--- src/rtl/csa_pkg.sv ---
// Shared types and helpers for the carry-save resolver.
// Holds FSM encoding and the chunk-count math.
package csa_pkg;

  typedef enum logic [1:0] {
    IDLE = 2'd0,
    RUN  = 2'd1,
    DONE = 2'd2
  } state_e;

  function automatic int ceil_div(input int a, input int b);
    return (a + b - 1) / b;
  endfunction

endpackage

--- src/rtl/chunk_adder.sv ---
// N-bit combinational ripple adder with carry in/out.
// One chunk of the multi-cycle carry-save resolve.
module chunk_adder #(
  parameter int N = 2
) (
  input  logic [N-1:0] a,
  input  logic [N-1:0] b,
  input  logic         cin,
  output logic [N-1:0] s,
  output logic         cout
);
  logic [N:0] c;

  always_comb begin
    c    = '0;
    s    = '0;
    c[0] = cin;
    for (int i = 0; i < N; i++) begin
      s[i]   = a[i] ^ b[i] ^ c[i];
      c[i+1] = (a[i] & b[i]) | (c[i] & (a[i] ^ b[i]));
    end
    cout = c[N];
  end
endmodule

--- src/rtl/csa_resolver.sv ---
// Resolves a carry-save Sum/Cout pair to binary,
// CHUNK bits per cycle, LSB chunk first.
module csa_resolver
  import csa_pkg::*;
#(
  parameter int WIDTH = 4,
  parameter int CHUNK = 2
) (
  input  logic             clk,
  input  logic             rst,
  input  logic             in_valid,
  output logic             in_ready,
  input  logic [WIDTH-1:0] Sum,
  input  logic [WIDTH-1:0] Cout,
  output logic             out_valid,
  input  logic             out_ready,
  output logic [WIDTH+1:0] Result,
  output logic             busy
);
  localparam int RW   = WIDTH + 2;
  localparam int CSAFE = (CHUNK < 1) ? 1 : CHUNK;
  localparam int NCYC = ceil_div(RW, CSAFE);
  localparam int PW   = NCYC * CSAFE;
  localparam int CW   = (NCYC > 1) ? $clog2(NCYC) : 1;

  if (CHUNK < 1 || CHUNK > WIDTH + 2) begin : g_bad_chunk
    $error("csa_resolver: CHUNK must be in 1..WIDTH+2");
  end

  state_e        state_q, state_d;
  logic [PW-1:0] s_q, s_d;
  logic [PW-1:0] c_q, c_d;
  logic [PW-1:0] res_q, res_d;
  logic          carry_q, carry_d;
  logic [CW-1:0] cnt_q, cnt_d;

  logic [CSAFE-1:0] sum_chunk;
  logic             cout_chunk;

  chunk_adder #(.N(CSAFE)) u_add (
    .a    (s_q[CSAFE-1:0]),
    .b    (c_q[CSAFE-1:0]),
    .cin  (carry_q),
    .s    (sum_chunk),
    .cout (cout_chunk)
  );

  always_comb begin
    state_d = state_q;
    s_d     = s_q;
    c_d     = c_q;
    res_d   = res_q;
    carry_d = carry_q;
    cnt_d   = cnt_q;
    unique case (state_q)
      IDLE: begin
        if (in_valid) begin
          s_d     = PW'({2'b00, Sum});
          c_d     = PW'({1'b0, Cout, 1'b0});
          res_d   = '0;
          carry_d = 1'b0;
          cnt_d   = '0;
          state_d = RUN;
        end
      end
      RUN: begin
        // result fills from the top; padding bits fall off above RW
        s_d     = s_q >> CSAFE;
        c_d     = c_q >> CSAFE;
        res_d   = (res_q >> CSAFE)
                | (PW'(sum_chunk) << (PW - CSAFE));
        carry_d = cout_chunk;
        cnt_d   = cnt_q + CW'(1);
        if (cnt_q == CW'(NCYC - 1)) begin
          state_d = DONE;
        end
      end
      DONE: begin
        if (out_ready) begin
          state_d = IDLE;
        end
      end
      default: state_d = IDLE;
    endcase
  end

  always_ff @(posedge clk) begin
    if (rst) begin
      state_q <= IDLE;
      s_q     <= '0;
      c_q     <= '0;
      res_q   <= '0;
      carry_q <= 1'b0;
      cnt_q   <= '0;
    end else begin
      state_q <= state_d;
      s_q     <= s_d;
      c_q     <= c_d;
      res_q   <= res_d;
      carry_q <= carry_d;
      cnt_q   <= cnt_d;
    end
  end

  assign in_ready  = (state_q == IDLE);
  assign busy      = (state_q == RUN);
  assign out_valid = (state_q == DONE);
  assign Result    = res_q[RW-1:0];
endmodule

--- config.mk ---
export PLATFORM = sky130hd
export DESIGN_NAME = csa_resolver
export DESIGN_NICKNAME = d
export VERILOG_FILES = /design/src/rtl/csa_pkg.sv /design/src/rtl/chunk_adder.sv /design/src/rtl/csa_resolver.sv
export SDC_FILE = /design/constraint.sdc
export NUM_CORES = 1
export LEC_CHECK = 0
export CAP_MARGIN = 20
export CORE_AREA = 2 2 45 47
export CTS_CLUSTER_DIAMETER = 40
export DETAILED_ROUTE_END_ITERATION = 10
export DIE_AREA = 0 0 47 49
export PLACE_DENSITY = 0.74
export SKIP_CTS_REPAIR_TIMING = 1
export SLEW_MARGIN = 10
export SYNTH_ARGS = -nofsm -noshare
export SYNTH_HDL_FRONTEND = slang
export SYNTH_SLANG_ARGS = --single-unit
--- constraint.sdc ---
create_clock -name clk -period 3 [get_ports clk]
set_input_delay 0.6 -clock clk [delete_from_list [all_inputs] [get_ports clk]]
set_output_delay 0.6 -clock clk [all_outputs]
set_load 0.005 [all_outputs]
==> metrics, run 1 <==
Min-Delay Path Class=flip-flop to flip-flop; Yosys Warn Count=0; skew final=3.22 ps; setup TNS=0 ps; Syn Nets=103; Post-synth EDFFs=0; Worst Reg-to-Reg Cells=4; drt pass-1 iters=2; Worst-Skew Late Latency=300 ps; DRT iter0 DRCs=4; Yosys reg bits=20; top cells by area, synth=dfxtp_1 47%, a22oi_1 8.8%, nor2_1 6.6%; critical path data arrival time=1780 ps; port buffer count=20; Overflow after GRT=0; R2R setup slack=1410 ps; CP Capture Type=output pin; combinational share of power=13.9%; initial antenna violation count=0; Static Leak=0.407 nW; part of the cycle the worst path needs=79.3%; Synth async-reset ratio=0%; Horiz. Die Dim=47 um; GRT Total Usage=16.1%; Core ar.=1840 um2; post-layout min period=2380 ps; Max Fclk=0.420 GHz; Most used DFF post-synth=dfxtp_1; Mapped Cells=88; origin of the worst setup path=state_q[0]$_SDFFE_PP0P_; most common cell in the netlist=dfxtp_1; DPL Wire Length=1.13 mm; maximum vdd drop=0.329 mV; clock-pin slew on the worst setup and hold paths=110 ps; fin. max-slew vios=0; pre-CTS setup slack=979 ps; Diodes inserted=0; mapped cell area=850 um2; Root Driver=clkbuf_4; cts bufs inserted=3; RSZ-0062 raised after global routing=no; crit path max fanout=16; GPL Wtd Cong=0.780; r2r endpoint=Result[5]$_SDFFE_PP0P_; routed vias=665; sequential share of the synthesized area=47.1%; Internal Power=0.392 mW; commonest cells in the netlist=20 x dfxtp_1, 15 x nor2_1, 10 x a22oi_1; DIE AREA=2300 um2; die boundary height=49 um; Clock Sink Count=20; final setup margin=621 ps; area leader, netlist=dfxtp_1; Worst Tran Pin Value=670 ps; vias in the first global route=661; H-tree depth=1; Worst setup SP type=flip-flop; critical path class=flip-flop to output pin; synth unique cells=20; drt drc=0; drt wl/cell=11.8 um; Pwr Density=482 nW/um2; run status=complete, no violations; # IOs=21; Initial Util=46.1%; Critical Path RT=2400 ps; Psw=0.124 mW; first-pass GRT wire length=2.66 mm; Switching Share=24.1%; share of layout cells above drive strength 1=9.43%; Final Hold Viols=0; CP endpoint=busy; Avg Inst Size Synth=9.65 um2; # setup viols final=0; num rows=16; Clock Path Buffers=2; ANT nets after route=0; reg-to-reg critical path startpoint=s_q[0]$_SDFFE_PP0P_; Synth top area share=47.1%; relative slew slack=55.2%; Layout area overhead=26.1%; clock share of power=30.2%; largest net degree at the start of global routing=21; Layout Nets=122; # Max-Cap Violations=0; CTS tree=yes; Reg power frac=55.9%; final wirelength=1.57 mm; vias per inst=5.00
==> how the worst min path moves through the flow <==
stage	from	slack (ps)	depth (start not counted)	end
2_1_floorplan	cnt_q[0]$_SDFFE_PP0P_	430	2	cnt_q[0]$_SDFFE_PP0P_
3_3_place_gp	cnt_q[0]$_SDFFE_PP0P_	440	2	cnt_q[0]$_SDFFE_PP0P_
3_5_place_dp	cnt_q[0]$_SDFFE_PP0P_	450	2	cnt_q[0]$_SDFFE_PP0P_
4_1_cts	cnt_q[0]$_SDFFE_PP0P_	470	2	cnt_q[0]$_SDFFE_PP0P_
5_1_grt	cnt_q[0]$_SDFFE_PP0P_	500	2	cnt_q[0]$_SDFFE_PP0P_
6_report	cnt_q[0]$_SDFFE_PP0P_	460	2	cnt_q[0]$_SDFFE_PP0P_
==> flip-flops by register name, indices dropped and copies added (netlist names) <==
register	cells
Result	6
c_q	5
carry_q	1
cnt_q	2
s_q	4
state_q	2
==> cell families after synthesis <==
kind of cell,share of synthesized area (%)
AOI/OAI and AO/OA,22.8
adders and majority gates,6.19
buffers and inverters,9.28
DFF,47.1
muxes,1.18
and+or+nand+nor,13.4
==> power by group through the flow <==
stage,registers (mW),clock network (mW),logic (mW)
floorplan,0.291,0,0.0501
global placement,0.295,0,0.0708
detailed placement,0.295,0,0.0720
CTS,0.289,0.159,0.0723
global route,0.291,0.168,0.0795
finish,0.289,0.156,0.0716
==> cell type report <==
class / instances / area, um2
timing repair buffer: 20 / 200
inverter: 8 / 30.0
clock buffer: 4 / 36.3
multi-input combinational: 54 / 370
sequential: 20 / 400
tap: 27 / 33.8
fill: 175 / 771
==> layer usage <==
layer / global-route usage (%) / part of all wire [%] / wire length, um
met5: 0 / 0 / 0
met4: 8.33 / 2.2 / 35
met3: 4.44 / 3.2 / 50
met2: 26.0 / 48 / 756
met1: 18.4 / 46 / 728
==> per-stage QoR <==
step / total power, mW / util (%) / instance area, um2 / hold WS, ps / cells
after floorplan: 0.341 / - / 850 / 432 / 88
after global placement: 0.365 / 56.2 / 1030 / 442 / 129
after detailed placement: 0.367 / 56.2 / 1030 / 454 / 129
after CTS: 0.520 / 58.2 / 1070 / 469 / 133
after global routing: 0.539 / 58.2 / 1070 / 500 / 133
final: 0.516 / 58.2 / 1070 / 464 / 133
==> cell usage in the layout (no fill, tap or decap) <==
master and instances:
o21bai_2 1, nand3b_1 2, inv_1 8, clkdlybuf4s50_1 20, nor2b_4 1, a22oi_1 10
mux2i_1 1, nor2_1 15, o221a_2 4, nor2b_1 2, a21oi_1 7, nor3_1 1
nand2_1 3, o21ai_0 2, fa_1 2, clkbuf_8 1, a32oi_1 2, clkbuf_4 3
dfxtp_1 20, ha_1 1
==> worst max-delay path, stage by stage (launching register included) <==
cell             delay [ps]
dfxtp_1                 490
nor2b_4                 410
clkdlybuf4s50_1         570
(Power assumes the default switching activity.)
==> run 2: changes to the inputs <==
--- a/config.mk
+++ b/config.mk
@@ -6,11 +6,11 @@
 export NUM_CORES = 1
 export LEC_CHECK = 0
 export CAP_MARGIN = 20
-export CORE_AREA = 2 2 45 47
+export CORE_AREA = 2 2 48 50
 export CTS_CLUSTER_DIAMETER = 40
 export DETAILED_ROUTE_END_ITERATION = 10
-export DIE_AREA = 0 0 47 49
-export PLACE_DENSITY = 0.74
+export DIE_AREA = 0 0 50 52
+export PLACE_DENSITY = 0.68
 export SKIP_CTS_REPAIR_TIMING = 1
 export SLEW_MARGIN = 10
 export SYNTH_ARGS = -nofsm -noshare
==> constraint.sdc (replaced) <==
create_clock -name clk -period 2 [get_ports clk]
set_input_delay 0.4 -clock clk [delete_from_list [all_inputs] [get_ports clk]]
set_output_delay 0.4 -clock clk [all_outputs]
set_load 0.005 [all_outputs]
==> run 2 against run 1 <==
Global-route usage fell by 1.6 points. Worst hold slack about the same. Core utilization shrank 5.7 points. Power increased by 52%. Clock power is 49% higher. Routed wire length increased by 3.9%. Setup slack got worse by 490 ps. Die area grew 13%. Critical path type unchanged. Largest power group unchanged.
==> metrics, run 2 (same netlist as run 1, synthesis figures left out) <==
run status=complete, no violations; Worst setup SP type=flip-flop; drt drc=0 (unchanged); Util after Layout=52.5% (-5.7 points); critical path data arrival time=1470 ps (-310 ps); Overall Power=0.784 mW (+52%); Horiz. Die Dim=50 um (+6.4%); worst path buffer plus inverter count=1 (unchanged); initial antenna violation count=0 (unchanged); slowest stage cell, crit path=clkdlybuf4s50_1; num rows=17 (+1); Worst Reg-to-Reg Cells=4 (unchanged); DPL Wire Length=1.20 mm (+6.7%); Overflow after GRT=0 (unchanged); reg-to-reg critical path startpoint=s_q[0]$_SDFFE_PP0P_; Root Driver=clkbuf_4; crit path max fanout=9 (-7); setup TNS=0 ps (unchanged); clock-pin slew on the worst setup and hold paths=110 ps (about the same); Max Fclk=0.534 GHz; Core ar.=2110 um2 (+14%); part of the cycle the worst path needs=93.7%; Worst Tran Pin Value=266 ps (-404 ps); Static Leak=0.428 nW (+5.1%); Layout Nets=126 (+3.3%); first-pass GRT wire length=2.79 mm (+4.9%); CP delay by family, top=buffers and inverters; maximum vdd drop=0.389 mV (+18%); CP Capture Type=output pin; DIE AREA=2600 um2 (+13%); share of layout cells above drive strength 1=14.5% (+5.1 points); drt wl/cell=11.8 um (+0.12%); Final Hold Viols=0 (unchanged); Worst-Skew Late Latency=300 ps (about the same); GRT Total Usage=14.4% (-1.6 points); R2R setup slack=440 ps (-970 ps); CTS tree=yes; largest net degree at the start of global routing=21 (unchanged); vias per inst=4.99 (-0.14%); slowest stage delay, CP=550 ps (-20 ps); H-tree depth=1 (unchanged); routed vias=689 (+3.6%); Min-Delay Path Class=flip-flop to flip-flop; Worst Hold Endpoint=cnt_q[0]$_SDFFE_PP0P_; Fillers=200 (+14%); Hold Crit Depth=2 (unchanged); relative slew slack=82.2% (+27 points); DRT iter0 DRCs=15 (+11); # IOs=21 (unchanged); Diodes inserted=0 (unchanged); # setup viols final=0 (unchanged); # Max-Cap Violations=0 (unchanged); final wirelength=1.63 mm (+3.9%); Initial Util=40.3% (-5.8 points); Layout area overhead=30.0%; r2r endpoint=Result[5]$_SDFFE_PP0P_; RSZ-0062 raised after global routing=no; ANT nets after route=0 (unchanged); most frequent cells in the layout=20 x clkdlybuf4s50_1, 18 x dfxtp_1, 15 x nor2_1; port buffer count=20 (unchanged); post-layout min period=1870 ps; Largest register FFs=6 (unchanged); GPL Wtd Cong=0.749 (-4.0%); Clock Sink Count=20 (unchanged); die boundary height=52 um (+6.1%); most common cell after layout, fill and taps aside=clkdlybuf4s50_1; Min-Delay Startpoint=cnt_q[0]$_SDFFE_PP0P_; drt pass-1 iters=4 (+2); skew final=2.07 ps (-1.15 ps); fin. max-slew vios=0 (unchanged); critical path class=flip-flop to output pin; Critical Path RT=1600 ps (-800 ps); Clock Path Buffers=2 (unchanged); vias in the first global route=628 (-5.0%); CP cell instances=nor2_1 > clkdlybuf4s50_1; Pwr Density=710 nW/um2 (+47%); cts bufs inserted=3 (unchanged)
## run 2: worst max-delay path by stage
stage                                  from                      to  depth (start not counted)
finish              state_q[1]$_SDFFE_PP0P_                in_ready                          2
global route        state_q[1]$_SDFFE_PP0P_               out_valid                          2
CTS                 state_q[1]$_SDFFE_PP0P_               out_valid                          2
detailed placement                 in_valid     c_q[2]$_SDFFE_PP0P_                          4
global placement    state_q[1]$_SDFFE_PP0P_               out_valid                          2
floorplan               s_q[0]$_SDFFE_PP0P_  Result[5]$_SDFFE_PP0P_                          4
## run 2: metal layers
metal  wire length, um  GRT usage [%]  vias up
met5                 0              0        -
met4                17           3.24        0
met3                65           5.46        2
met2               796           23.5       17
met1               752           18.1      322
li1                  -              -      348
## run 2: layout make-up
class	count	area, um2	area share (%)
multi-input cells	54	370	33.5
clock buffers	4	36.3	3.28
flip-flops and latches	20	403	36.5
inverters	8	30.0	2.72
well taps	28	35.0	3.17
repair buffers	24	230	20.8
## run 2: worst register-to-register path, stage by stage, from the launching register on
cell and delay [ps]:
dfxtp_1 350, fa_1 450, fa_1 440, a22oi_1 170, nor2_1 50
## run 2: stage by stage
step	area [um2]	instances	hold slack [ps]	setup slack, ps
5_1_grt	1100	138	485	36.5
3_3_place_gp	1070	134	438	383
3_5_place_dp	1070	134	451	382
6_report	1100	138	464	126
2_1_floorplan	850	88	432	509
4_1_cts	1100	138	468	16.0
## run 2: report_power, final
group	internal [mW]	switching (mW)
logic	0.0661	0.0500
registers	0.418	0.0164
clock network	0.111	0.122
==> run 3: changes to the inputs <==
--- a/config.mk
+++ b/config.mk
@@ -16,3 +16,4 @@
 export SYNTH_ARGS = -nofsm -noshare
 export SYNTH_HDL_FRONTEND = slang
 export SYNTH_SLANG_ARGS = --single-unit
+export TNS_END_PERCENT = 20
==> results of run 3 <==
No change in the layout: final DEF, timing and power equal those of run 2.
